===== src/rtl/keypad_pkg.sv =====
// keypad_pkg: key codes, FSM state and operator types shared by the keypad calculator
package keypad_pkg;
    localparam logic [3:0] KEY_ADD = 4'hA;
    localparam logic [3:0] KEY_SUB = 4'hB;
    localparam logic [3:0] KEY_CLR = 4'hC;
    localparam logic [3:0] KEY_EQ  = 4'hE;
    typedef enum logic [1:0] {
        ENTER_A = 2'd0,
        ENTER_B = 2'd1,
        CONVERT = 2'd2,
        SHOW    = 2'd3
    } calc_state_t;
    typedef enum logic {OP_ADD = 1'b0, OP_SUB = 1'b1} calc_op_t;
endpackage


===== src/rtl/bcd_dd_seq.sv =====
// bcd_dd_seq: sequential double-dabble, one add-3 pass plus shift per cycle
module bcd_dd_seq #(
    parameter int BIN_W      = 11,
    parameter int RES_DIGITS = 4
) (
    input  logic                    clk,
    input  logic                    rst_n,
    input  logic                    start,
    input  logic                    abort,
    input  logic [BIN_W-1:0]        bin,
    output logic [4*RES_DIGITS-1:0] bcd,
    output logic                    busy,
    output logic                    done
);
    localparam int BCD_W = 4*RES_DIGITS;
    localparam int CNT_W = $clog2(BIN_W+1);
    logic [BCD_W-1:0] work, adj;
    logic [BIN_W-1:0] sh;
    logic [CNT_W-1:0] cnt;
    logic             fin;
    for (genvar i = 0; i < RES_DIGITS; i++) begin : g_adj
        assign adj[4*i+:4] = (work[4*i+:4] >= 4'd5) ? work[4*i+:4] + 4'd3 : work[4*i+:4];
    end
    // busy drops after the last shift; fin holds the completed value for one cycle before loading
    always_ff @(posedge clk or negedge rst_n) begin
        if (!rst_n) begin
            work <= '0;
            sh   <= '0;
            cnt  <= '0;
            bcd  <= '0;
            busy <= 1'b0;
            fin  <= 1'b0;
            done <= 1'b0;
        end else if (abort) begin
            busy <= 1'b0;
            fin  <= 1'b0;
            done <= 1'b0;
        end else begin
            done <= fin;
            fin  <= 1'b0;
            if (fin) bcd <= work;
            if (start) begin
                work <= '0;
                sh   <= bin;
                cnt  <= CNT_W'(BIN_W);
                busy <= 1'b1;
            end else if (busy) begin
                {work, sh} <= {adj[BCD_W-2:0], sh, 1'b0};
                cnt        <= cnt - 1'b1;
                if (cnt == CNT_W'(1)) begin
                    busy <= 1'b0;
                    fin  <= 1'b1;
                end
            end
        end
    end
endmodule


===== src/rtl/keypad_bcd_calc.sv =====
// keypad_bcd_calc: keypad add/subtract calculator with signed BCD result output
module keypad_bcd_calc
    import keypad_pkg::*;
#(
    parameter int N_DIGITS = 3
) (
    input  logic                    clk,
    input  logic                    rst_n,
    input  logic                    key_valid,
    input  logic [3:0]              key_code,
    output logic [4*N_DIGITS-1:0]   entry_bcd,
    output logic [4*N_DIGITS+3:0]   result_bcd,
    output logic                    result_neg,
    output logic                    busy,
    output logic                    done,
    output logic [1:0]              state_dbg
);
    localparam int BIN_W      = $clog2(2*10**N_DIGITS);
    localparam int RES_DIGITS = N_DIGITS+1;
    localparam int ENT_W      = 4*N_DIGITS;
    localparam int NDW        = $clog2(N_DIGITS+1);
    localparam int MAXV       = 10**N_DIGITS - 1;
    localparam logic signed [BIN_W:0] SMAX = (BIN_W+1)'(MAXV);
    localparam logic signed [BIN_W:0] SMIN = -SMAX;

    calc_state_t             state, nxt;
    calc_op_t                op;
    logic [ENT_W-1:0]        entry;
    logic [NDW-1:0]          ndig;
    logic [BIN_W-1:0]        acc, mag;
    logic signed [BIN_W:0]   opa, res, last_res, sat;
    logic                    neg_pend, dig, opk, clr, eq, start, finishing, dd_busy, dd_done;
    logic                    entering;

    assign dig       = key_valid && key_code <= 4'd9;
    assign opk       = key_valid && (key_code == KEY_ADD || key_code == KEY_SUB);
    assign clr       = key_valid && key_code == KEY_CLR;
    assign eq        = key_valid && key_code == KEY_EQ;
    assign entering  = state == ENTER_A || state == ENTER_B;
    assign start     = eq && state == ENTER_B;
    assign finishing = state == CONVERT && !dd_busy && !clr;
    assign res       = (op == OP_SUB) ? opa - $signed({1'b0, acc}) : opa + $signed({1'b0, acc});
    assign mag       = res[BIN_W] ? BIN_W'(-res) : res[BIN_W-1:0];
    // chained results are clamped so opA stays within one operand's magnitude
    assign sat       = (last_res > SMAX) ? SMAX : (last_res < SMIN) ? SMIN : last_res;

    always_ff @(posedge clk or negedge rst_n) begin
        if (!rst_n) state <= ENTER_A;
        else        state <= nxt;
    end

    always_comb begin
        nxt = state;
        unique case (state)
            ENTER_A: nxt = opk ? ENTER_B : ENTER_A;
            ENTER_B: nxt = eq ? CONVERT : ENTER_B;
            CONVERT: nxt = dd_busy ? CONVERT : SHOW;
            SHOW:    nxt = opk ? ENTER_B : dig ? ENTER_A : SHOW;
        endcase
        if (clr) nxt = ENTER_A;
    end

    always_ff @(posedge clk or negedge rst_n) begin
        if (!rst_n) begin
            entry      <= '0;
            ndig       <= '0;
            acc        <= '0;
            opa        <= '0;
            op         <= OP_ADD;
            last_res   <= '0;
            neg_pend   <= 1'b0;
            result_neg <= 1'b0;
        end else if (clr) begin
            entry <= '0;
            ndig  <= '0;
            acc   <= '0;
            opa   <= '0;
            op    <= OP_ADD;
        end else begin
            if (dig && entering && ndig < NDW'(N_DIGITS)) begin
                entry <= ENT_W'({entry, key_code});
                ndig  <= ndig + 1'b1;
                acc   <= acc * BIN_W'(10) + BIN_W'(key_code);
            end
            if (dig && state == SHOW) begin
                entry <= ENT_W'(key_code);
                ndig  <= NDW'(1);
                acc   <= BIN_W'(key_code);
            end
            if (opk && state != CONVERT) op <= (key_code == KEY_SUB) ? OP_SUB : OP_ADD;
            if (opk && (state == ENTER_A || state == SHOW)) begin
                opa   <= (state == SHOW) ? sat : $signed({1'b0, acc});
                entry <= '0;
                ndig  <= '0;
                acc   <= '0;
            end
            if (start) begin
                last_res <= res;
                neg_pend <= res[BIN_W];
            end
            if (finishing) result_neg <= neg_pend;
        end
    end

    bcd_dd_seq #(.BIN_W(BIN_W), .RES_DIGITS(RES_DIGITS)) u_dd (
        .clk   (clk),
        .rst_n (rst_n),
        .start (start),
        .abort (clr),
        .bin   (mag),
        .bcd   (result_bcd),
        .busy  (dd_busy),
        .done  (dd_done)
    );

    assign entry_bcd = entry;
    assign busy      = dd_busy;
    assign done      = dd_done;
    assign state_dbg = state;
endmodule


===== config.mk =====
export PLATFORM = sky130hd
export DESIGN_NAME = keypad_bcd_calc
export DESIGN_NICKNAME = d
export VERILOG_FILES = /design/src/rtl/keypad_pkg.sv /design/src/rtl/bcd_dd_seq.sv /design/src/rtl/keypad_bcd_calc.sv
export SDC_FILE = /design/constraint.sdc
export NUM_CORES = 1
export LEC_CHECK = 0
export BUFFER_PORTS_ARGS = -buffer_cell sky130_fd_sc_hd__buf_2
export CORE_AREA = 2 2 110 112
export DETAILED_ROUTE_END_ITERATION = 12
export DIE_AREA = 0 0 112 114
export PLACE_DENSITY = 0.79
export SLEW_MARGIN = 20
export SYNTH_ARGS = -nofsm -noshare
export SYNTH_HDL_FRONTEND = slang
export SYNTH_SLANG_ARGS = --single-unit

===== constraint.sdc =====
create_clock -name clk -period 3.05 [get_ports clk]
set_input_delay 0.61 -clock clk [delete_from_list [all_inputs] [get_ports clk]]
set_output_delay 0.61 -clock clk [all_outputs]
set_load 0.02 [all_outputs]

==> results.cfg, run 1 <==
[detailed_routing]
ant_nets = 0
via_per_inst = 5.79
drt_iter0_drc = 359
drc = 0
routed_wl_um = 15000
via_count = 5324
firstDrtPassIters = 5
detail_route.wl_per_cell_um = 16.3

[pwr]
p_leak_nw = 3.50
powerDensity_mw_per_mm2 = 1300
peakVddDrop_v = 0.000700

[global_route]
gr-total-overflow = 0
grt_pass1_vias = 5317
antenna_found_initial = 0
grt_max_degree = 58
grt_pass1_wl_um = 24900
grt_usage_pct = 24.0

[sta]
clock_skew_ns = 0.0103
fin_ws_ns = -0.0494
slew_headroom_pct = 58.7
worstMarginPinSlew_ns = 0.614
min_period_over_period_pct = 102
rsz0062_at_grt = yes
setup_viol = 3
period_needed_ns = 3.10
finalMaxSlewViolations = 0
whs_ns = 0.250
hold_viol = 0
fmax_mhz = 323

[floorplan]
coreArea_sq_mm = 0.0117
die_h_um = 114
fp.dieW_um = 112
die_area_sq_mm = 0.0128
num_rows = 40
start_util_pct = 53.9
ios = 40

[worst_setup_path]
crit_required_ns = 3.28
path_class = reg2reg
cp.arrival_ns = 3.33
cp-end-kind = register
critical_path_peak_fanout = 8
startpoint_type = register

[hold_path]
hold_path.class = in2async

[cts]
cts_tree = done
clk_latency_ns = 0.35
cts_root_buffer = clkbuf_16
cts.clk_slew.worst_paths_ns = 0.07
clock-sinks = 102
numCtsBuffers = 9
hold_buffers = 0
clockBufferDepth = 2
cts.htree.levels = 3

[final_layout]
layout_commonest_cell = nand2_1
area_growth_syn_to_layout_pct = 17.3
fill_cells = 933
fin_nets = 824
drive_gt1_share_pct = 20.4
fin_util_pct = 63.2
antenna_cells = 0
seq_area_sq_mm = 0.00255
most-common-layout-cells = 133 x nand2_1, 102 x dfrtp_1, 59 x o21ai_0, 57 x a21oi_1
multi_input_area_sq_mm = 0.00371

[placement]
dp_hpwl_um = 10600
io_buffers = 39
routabilityCongestion = 0.882
dp_slack_ns = -0.114

[yosys]
synth-seq-cells = 102
ys.flop_type = dfrtp_1
syn_avg_cell_area_sq_um = 8.90
synthCells = 709
syn_area_sq_mm = 0.00631
synthesis.nets = 764
seq_area_frac_synth_pct = 40.5
synth_edf_count = 0
yosys_warnings = 0
yosysUniqueCellTypes = 63
async_flop_share_pct = 100

[status]
violations = negative setup slack
status = complete, but fails checks

[run]
maxCapViolCount = 0
[kinds of logic (layout without fill, tap and decap cells)]
group                    Yosys count  after routing  synth area share [%]
AO/OA/AOI/OAI                    179            179                  17.6
XOR/XNOR                          53             54                  7.95
adder cells (fa/ha/maj)           48             48                  9.88
buffers and inverters             66            129                  4.34
flip-flops                       102            102                  40.5
multiplexers                      12             12                  2.10
AND/OR/NAND/NOR                  249            249                  17.7
[sequential cells by signal (all words and copies together), names as in the netlist, 2 cells and up]
name	count
u_dd.sh	11
ndig	2
u_dd.bcd	16
last_res	12
u_dd.cnt	4
state_dbg	2
opa	12
u_dd.work	16
entry_bcd	12
acc	10
[stage by stage]
stage	TNS (ns)	instance area (sq um)	total power, mW	std cells
after global placement	0	6820	7.30	898
after floorplan	0	6310	6.13	709
after detailed placement	-0.718	6820	7.56	898
after global routing	-1.50	7400	10.3	920
after CTS	0	7190	8.91	914
final	-0.0868	7400	9.63	920
[where the power goes]
group          switching [mW]  internal (mW)
Clock                   0.527          0.639
Sequential              0.379           1.78
Combinational            3.49           2.81
Total                    4.39           5.24
[worst paths after layout]
path | endpoint | start | slack, ns | cells after the start
worst max-delay path | u_dd.sh[3] | acc[3] | -0.05 | 13
worst max register to register | u_dd.sh[3] | acc[3] | -0.05 | 13
max in group asynchronous | acc[10] | rst_n | 2.07 | 2
min in group clk | u_dd.bcd[12] | u_dd.bcd[12] | 0.48 | 2
worst min register to register | u_dd.bcd[12] | u_dd.bcd[12] | 0.48 | 2
worst min-delay path | u_dd.done | rst_n | 0.25 | 1
[final cells by class]
type,instances,area share (%)
multi-input cells,542,50.2
flip-flops and latches,102,34.5
repair buffers,80,7.17
clock buffers,9,3.04
well taps,147,2.48
inverters,34,1.72
clock inverters,6,0.946
[repair_timing]
item,4_1_cts,5_1_grt
pin swaps,9,18
cloned,1,0
setup buffers,0,6
endpoints found under the setup margin,11,13
gates resized for setup,12,31
[synthesized netlist by cell type, drive strengths merged (3+ instances only)]
cell    instances  area (sq um)
ha             45           563
fa              3          60.1
nor4            3          33.8
nand4           3          18.8
nor2b           4          25.0
nand2         134           505
clkbuf         24          91.3
mux2           10           113
and3           10          62.6
nand3          14          70.1
o31ai           3          36.3
xnor2          35           344
a21o            6          45.0
nand2b          8          50.1
nor3            9          50.1
a21oi          65           333
or3             4          25.0
o21ai          64           320
a31oi           4          46.3
buf             8          55.1
xor2           18           158
nor3b           3          22.5
nor2           48           183
dfrtp         102          2550
o211ai          7          52.6
a22o            3          26.3
inv            34           128
o22ai           4          25.0
a211oi          9          67.6
[critical path, cell delays in order (launching register included)]
cell and delay [ns]:
dfrtp_1 0.41, nor2_4 0.18, and4_4 0.28, a21oi_1 0.08
xnor2_1 0.20, ha_1 0.37, nor2b_2 0.22, o31ai_4 0.28
o311ai_4 0.16, buf_12 0.17, xnor2_4 0.17, a31oi_2 0.18
xor2_1 0.19, a21oi_1 0.09
[metal layers]
metal  vias up  part of all wire, %  global-route usage (%)
li1       2554                    -                       -
met1      2585                   41                    28.9
met2       143                   51                    42.3
met3        42                  3.7                    3.03
met4         0                  4.0                    12.8
met5         -                    0                       0
(Power assumes the default switching activity.)
==> run 2, diff against run 1 <==
Settings changed: ABC_AREA set to 1, CORE_AREA 2 2 110 112 to 2 2 111 113, DIE_AREA 0 0 112 114 to 0 0 113 115.
==> results.cfg, run 2 <==
[status]
status = complete, but fails checks
violations = design-rule violations

[floorplan]
die_h_um = 115
start_util_pct = 54.6
num_rows = 40
fp.dieW_um = 113
coreArea_sq_mm = 0.0118
die_area_sq_mm = 0.0130
ios = 40

[final_layout]
fill_cells = 1080
antenna_cells = 0
drive_gt1_share_pct = 12.0
multi_input_area_sq_mm = 0.00340
fin_area_sq_mm = 0.00719
seq_area_sq_mm = 0.00255
largestRegisters = u_dd.bcd (16), u_dd.work (16)
final_cells = 1042
fin_nets = 945
layout_commonest_cell = nand2_1
fin_util_pct = 60.9
most-common-layout-cells = 222 x nand2_1, 116 x inv_1, 102 x dfrtp_1, 88 x o21ai_0, 50 x nand3_1
area_growth_syn_to_layout_pct = 11.6

[yosys]
yosys_warnings = 0
synth_common_cells = 225 x nand2_1, 117 x inv_1, 102 x dfrtp_1
synthesis.nets = 901
async_flop_share_pct = 100
ys_top_cells_by_area = dfrtp_1 40%, nand2_1 13%, ha_1 8.7%, o21ai_0 6.8%, inv_1 6.8%
synth_edf_count = 0
synth-seq-cells = 102
synth_area_leader_cell = dfrtp_1
syn_area_sq_mm = 0.00644
yosysUniqueCellTypes = 48
syn_avg_cell_area_sq_um = 7.62
synthCells = 846
ys.flop_type = dfrtp_1
synth_top_area_share_pct = 39.6
seq_area_frac_synth_pct = 39.6
yosys.cell_count.top_type = nand2_1

[pwr]
powerDensity_mw_per_mm2 = 1180
p_total_mw = 8.45
p_leak_nw = 3.74
peakVddDrop_v = 0.000755

[cts]
cts_tree = done
cts.clk_slew.worst_paths_ns = 0.07
numCtsBuffers = 9
cts_root_buffer = clkbuf_16
clock-sinks = 102
clockBufferDepth = 2
hold_buffers = 0
cts.htree.levels = 3
clk_latency_ns = 0.36

[worst_setup_path]
startpoint = entry_bcd[0]
path_class = reg2reg
cp-end-kind = register
startpoint_type = register
crit_required_ns = 3.30
r2r-end = u_dd.sh[2]
crit_end = u_dd.sh[2]
r2r_start = entry_bcd[0]
cp.arrival_ns = 3.11
r2r_setup_slack_ns = 0.19
reg2reg_depth = 19
critical_path_peak_fanout = 6

[sta]
worstMarginPinSlew_ns = 0.504
period_needed_ns = 2.86
fmax_mhz = 349
slew_headroom_pct = 66.0
fin_ws_ns = 0.185
hold_viol = 0
whs_ns = 0.178
finalSetupTns_ns = 0
clock_skew_ns = 0.00720
min_period_over_period_pct = 93.9
setup_viol = 0
finalMaxSlewViolations = 0

[detailed_routing]
drc = 2
wl_met3_um = 587
via_per_inst = 5.46
detail_route.wl_per_cell_um = 14.4
firstDrtPassIters = 10
routed_wl_um = 15000
wl_met1_um = 6900
ant_nets = 0
via_count = 5685
top_layer = met4
dr_wl_met2_um = 7220
drt_iter0_drc = 343

[global_route]
grt_usage_pct = 23.9
grt_pass1_vias = 5371
antenna_found_initial = 0
grt_pass1_wl_um = 25300
gr-total-overflow = 0
grt_max_degree = 74

[run]
maxCapViolCount = 0

[placement]
dp_hpwl_um = 10900
io_buffers = 39
dp_slack_ns = 0.0871
routabilityCongestion = 0.955
placed_cell_area_sq_mm = 0.00680
dp_cells = 1022

[hold_path]
hold_path.class = in2async
==> run 2: critical path, cell delays in order, from the launching register on <==
cell and delay (ns):
dfrtp_1 0.38, inv_1 0.08, ha_2 0.19, nand3_2 0.10
nor2_2 0.18, nand3_1 0.13, o31ai_2 0.21, xor2_1 0.16
inv_1 0.08, ha_4 0.29, inv_1 0.06, nor3_2 0.15
buf_4 0.15, a21oi_2 0.06, nand2_2 0.11, nand2_2 0.11
nand2_1 0.07, o21ai_0 0.07, o21ai_1 0.11, nand2_1 0.05
==> run 2: layout make-up <==
cell class              count  share of cell area (%)
clock inverters             6                   0.679
flip-flops and latches    102                    35.5
well taps                 147                    2.56
clock buffers              10                    3.18
inverters                 126                    6.59
multi-input cells         600                    47.3
repair buffers             51                    4.18
==> run 2: cells by family after synthesis <==
group	after synthesis	share of synthesized area, %
and+or+nand+nor	363	24.0
xor gates and xnor gates	18	2.45
AOI/OAI and AO/OA	170	15.3
DFF	102	39.6
buffers and inverters	145	8.99
adders and majority gates	48	9.67
==> run 2: how the worst min path moves through the flow <==
stage / start / to / slack [ns]
after floorplan: rst_n / acc[10] / 0.31
after global placement: entry_bcd[8] / entry_bcd[8] / 0.46
after detailed placement: u_dd.bcd[10] / u_dd.bcd[10] / 0.47
after CTS: rst_n / u_dd.work[6] / 0.19
after global routing: rst_n / u_dd.bcd[4] / 0.20
final: rst_n / u_dd.bcd[4] / 0.18
==> run 2: what timing repair did <==
item / CTS / global route
hold endpoints to repair: 0 / 0
setup buffers: 0 / 3
endpoints found under the setup margin: 0 / 11
gates resized for setup: 0 / 19
==> run 2: report_power, final <==
part / leakage [nW] / internal (mW) / switching (mW) / total, mW
Clock: 0.138 / 0.567 / 0.554 / 1.12
Sequential: 1.32 / 1.88 / 0.425 / 2.31
Combinational: 2.28 / 1.79 / 3.23 / 5.02
==> run 2: routing by layer <==
layer  vias up  GRT usage [%]
met5         -              0
met4         0           6.99
met3        26           3.95
met2       134           40.0
met1      2659           32.3
li1       2866              -
==> run 3, diff against run 2 <==
Settings changed: SETUP_SLACK_MARGIN set to 0.2.
==> results.cfg, run 3 (synthesized netlist as in run 2, its figures left out) <==
[detailed_routing]
top_layer = met4
via_count = 5720
routed_wl_um = 15200
via_per_inst = 5.47
firstDrtPassIters = 10
ant_nets = 0
drc = 2
wl_met3_um = 685
detail_route.wl_per_cell_um = 14.5
dr_wl_met2_um = 7370
wl_met1_um = 6850
drt_iter0_drc = 360

[cts]
cts_tree = done
cts.htree.levels = 3
cts.clk_slew.worst_paths_ns = 0.07
clock-sinks = 102
numCtsBuffers = 9
clk_latency_ns = 0.36
clockBufferDepth = 2
cts_root_buffer = clkbuf_16

[worst_setup_path]
reg2reg_depth = 19
r2r-end = u_dd.sh[6]
cp.arrival_ns = 3.06
path_class = reg2reg
r2r_start = acc[1]
crit_required_ns = 3.30
critical_path_peak_fanout = 7
cp-end-kind = register
startpoint_type = register
r2r_setup_slack_ns = 0.23

[floorplan]
num_rows = 40
die_area_sq_mm = 0.0130
coreArea_sq_mm = 0.0118
ios = 40
die_h_um = 115
start_util_pct = 54.6
fp.dieW_um = 113

[pwr]
powerDensity_mw_per_mm2 = 1190
peakVddDrop_v = 0.000763
p_leak_nw = 3.77

[final_layout]
fin_util_pct = 62.0
area_growth_syn_to_layout_pct = 13.6
most-common-layout-cells = 215 x nand2_1, 113 x inv_1, 99 x dfrtp_1, 86 x o21ai_0, 45 x nand3_1
largestRegisters = u_dd.bcd (16), u_dd.work (16)
antenna_cells = 0
drive_gt1_share_pct = 14.9
fill_cells = 1062
layout_commonest_cell = nand2_1
fin_nets = 948

[placement]
dp_hpwl_um = 10900
io_buffers = 39
routabilityCongestion = 0.955

[status]
status = complete, but fails checks
violations = design-rule violations

[run]
maxCapViolCount = 0

[global_route]
grt_pass1_vias = 5398
grt_pass1_wl_um = 25400
grt_max_degree = 74
antenna_found_initial = 0
grt_usage_pct = 24.1
gr-total-overflow = 0

[sta]
finalMaxSlewViolations = 0
fmax_mhz = 355
min_period_over_period_pct = 92.3
period_needed_ns = 2.82
whs_ns = 0.182
hold_viol = 0
worstMarginPinSlew_ns = 0.503
slew_headroom_pct = 66.0
setup_viol = 0
rsz0062_at_grt = yes
clock_skew_ns = 0.00824
finalSetupTns_ns = 0

[hold_path]
hold_path.class = in2async
[run 3: cell count changes in the layout (fill, tap and decap cells not counted), moves of 4 or more]
cell     change
nand2_1      -7
nand2_2      +5
nand3_1      -5
nand3_2      +4
nor2_1       -4
[run 3: where the power goes]
part | total (mW) | internal [mW] | switching, mW
Clock | 1.11 | 0.566 | 0.548
Sequential | 2.32 | 1.89 | 0.429
Combinational | 5.29 | 1.90 | 3.39
[run 3: stage by stage]
stage | cells | power, mW | cell area [sq um] | setup WS (ns)
after floorplan | 846 | 5.97 | 6440 | 0.299
final | 1045 | 8.72 | 7320 | 0.234
after detailed placement | 1022 | 7.03 | 6800 | 0.0871
after CTS | 1038 | 8.24 | 7110 | 0.212
after global placement | 1022 | 6.91 | 6800 | 0.140
after global routing | 1045 | 9.59 | 7320 | 0.0379
[run 3: layer usage]
layer | global-route usage (%) | up-vias
li1 | - | 2863
met1 | 32.9 | 2687
met2 | 39.3 | 146
met3 | 4.74 | 24
met4 | 7.15 | 0
met5 | 0 | -
[run 3: worst max-delay path by stage]
| stage | startpoint | end | slack, ns | depth (start not counted) |
|---|---|---|---|---|
| after global routing | acc[1] | u_dd.sh[6] | 0.04 | 19 |
| after global placement | acc[1] | u_dd.sh[8] | 0.14 | 20 |
| after detailed placement | acc[1] | u_dd.sh[8] | 0.09 | 20 |
| after CTS | acc[1] | u_dd.sh[8] | 0.21 | 21 |
| after floorplan | entry_bcd[0] | u_dd.sh[5] | 0.30 | 19 |
| final | acc[1] | u_dd.sh[6] | 0.23 | 19 |
[run 3: worst max-delay path, stage by stage (launching register included)]
cell      delay (ns)
dfrtp_1         0.39
inv_2           0.10
ha_4            0.16
nand3_4         0.09
nor2_4          0.14
nand3_2         0.09
o31ai_2         0.26
xor2_1          0.16
inv_1           0.09
ha_4            0.31
inv_4           0.04
nor3_4          0.14
nand2_1         0.08
nand2_2         0.08
nand2_2         0.07
nand2_4         0.11
buf_6           0.14
nand2_4         0.05
o211ai_2        0.12
nand2_1         0.06
[run 3: layout make-up]
cell class | instances | area, sq um | area share, %
clock buffers | 10 | 229 | 3.13
clock inverters | 6 | 48.8 | 0.666
inverters | 126 | 477 | 6.51
multi-input cells | 599 | 3500 | 47.7
flip-flops and latches | 102 | 2560 | 34.9
well taps | 147 | 184 | 2.51
repair buffers | 55 | 334 | 4.56
[run 3: what timing repair did]
action / in CTS / in global routing
pin swaps: 0 / 22
hold buffers: 0 / 0
gates resized for setup: 6 / 49
endpoints found under the setup margin: 9 / 13
setup buffers: 0 / 7
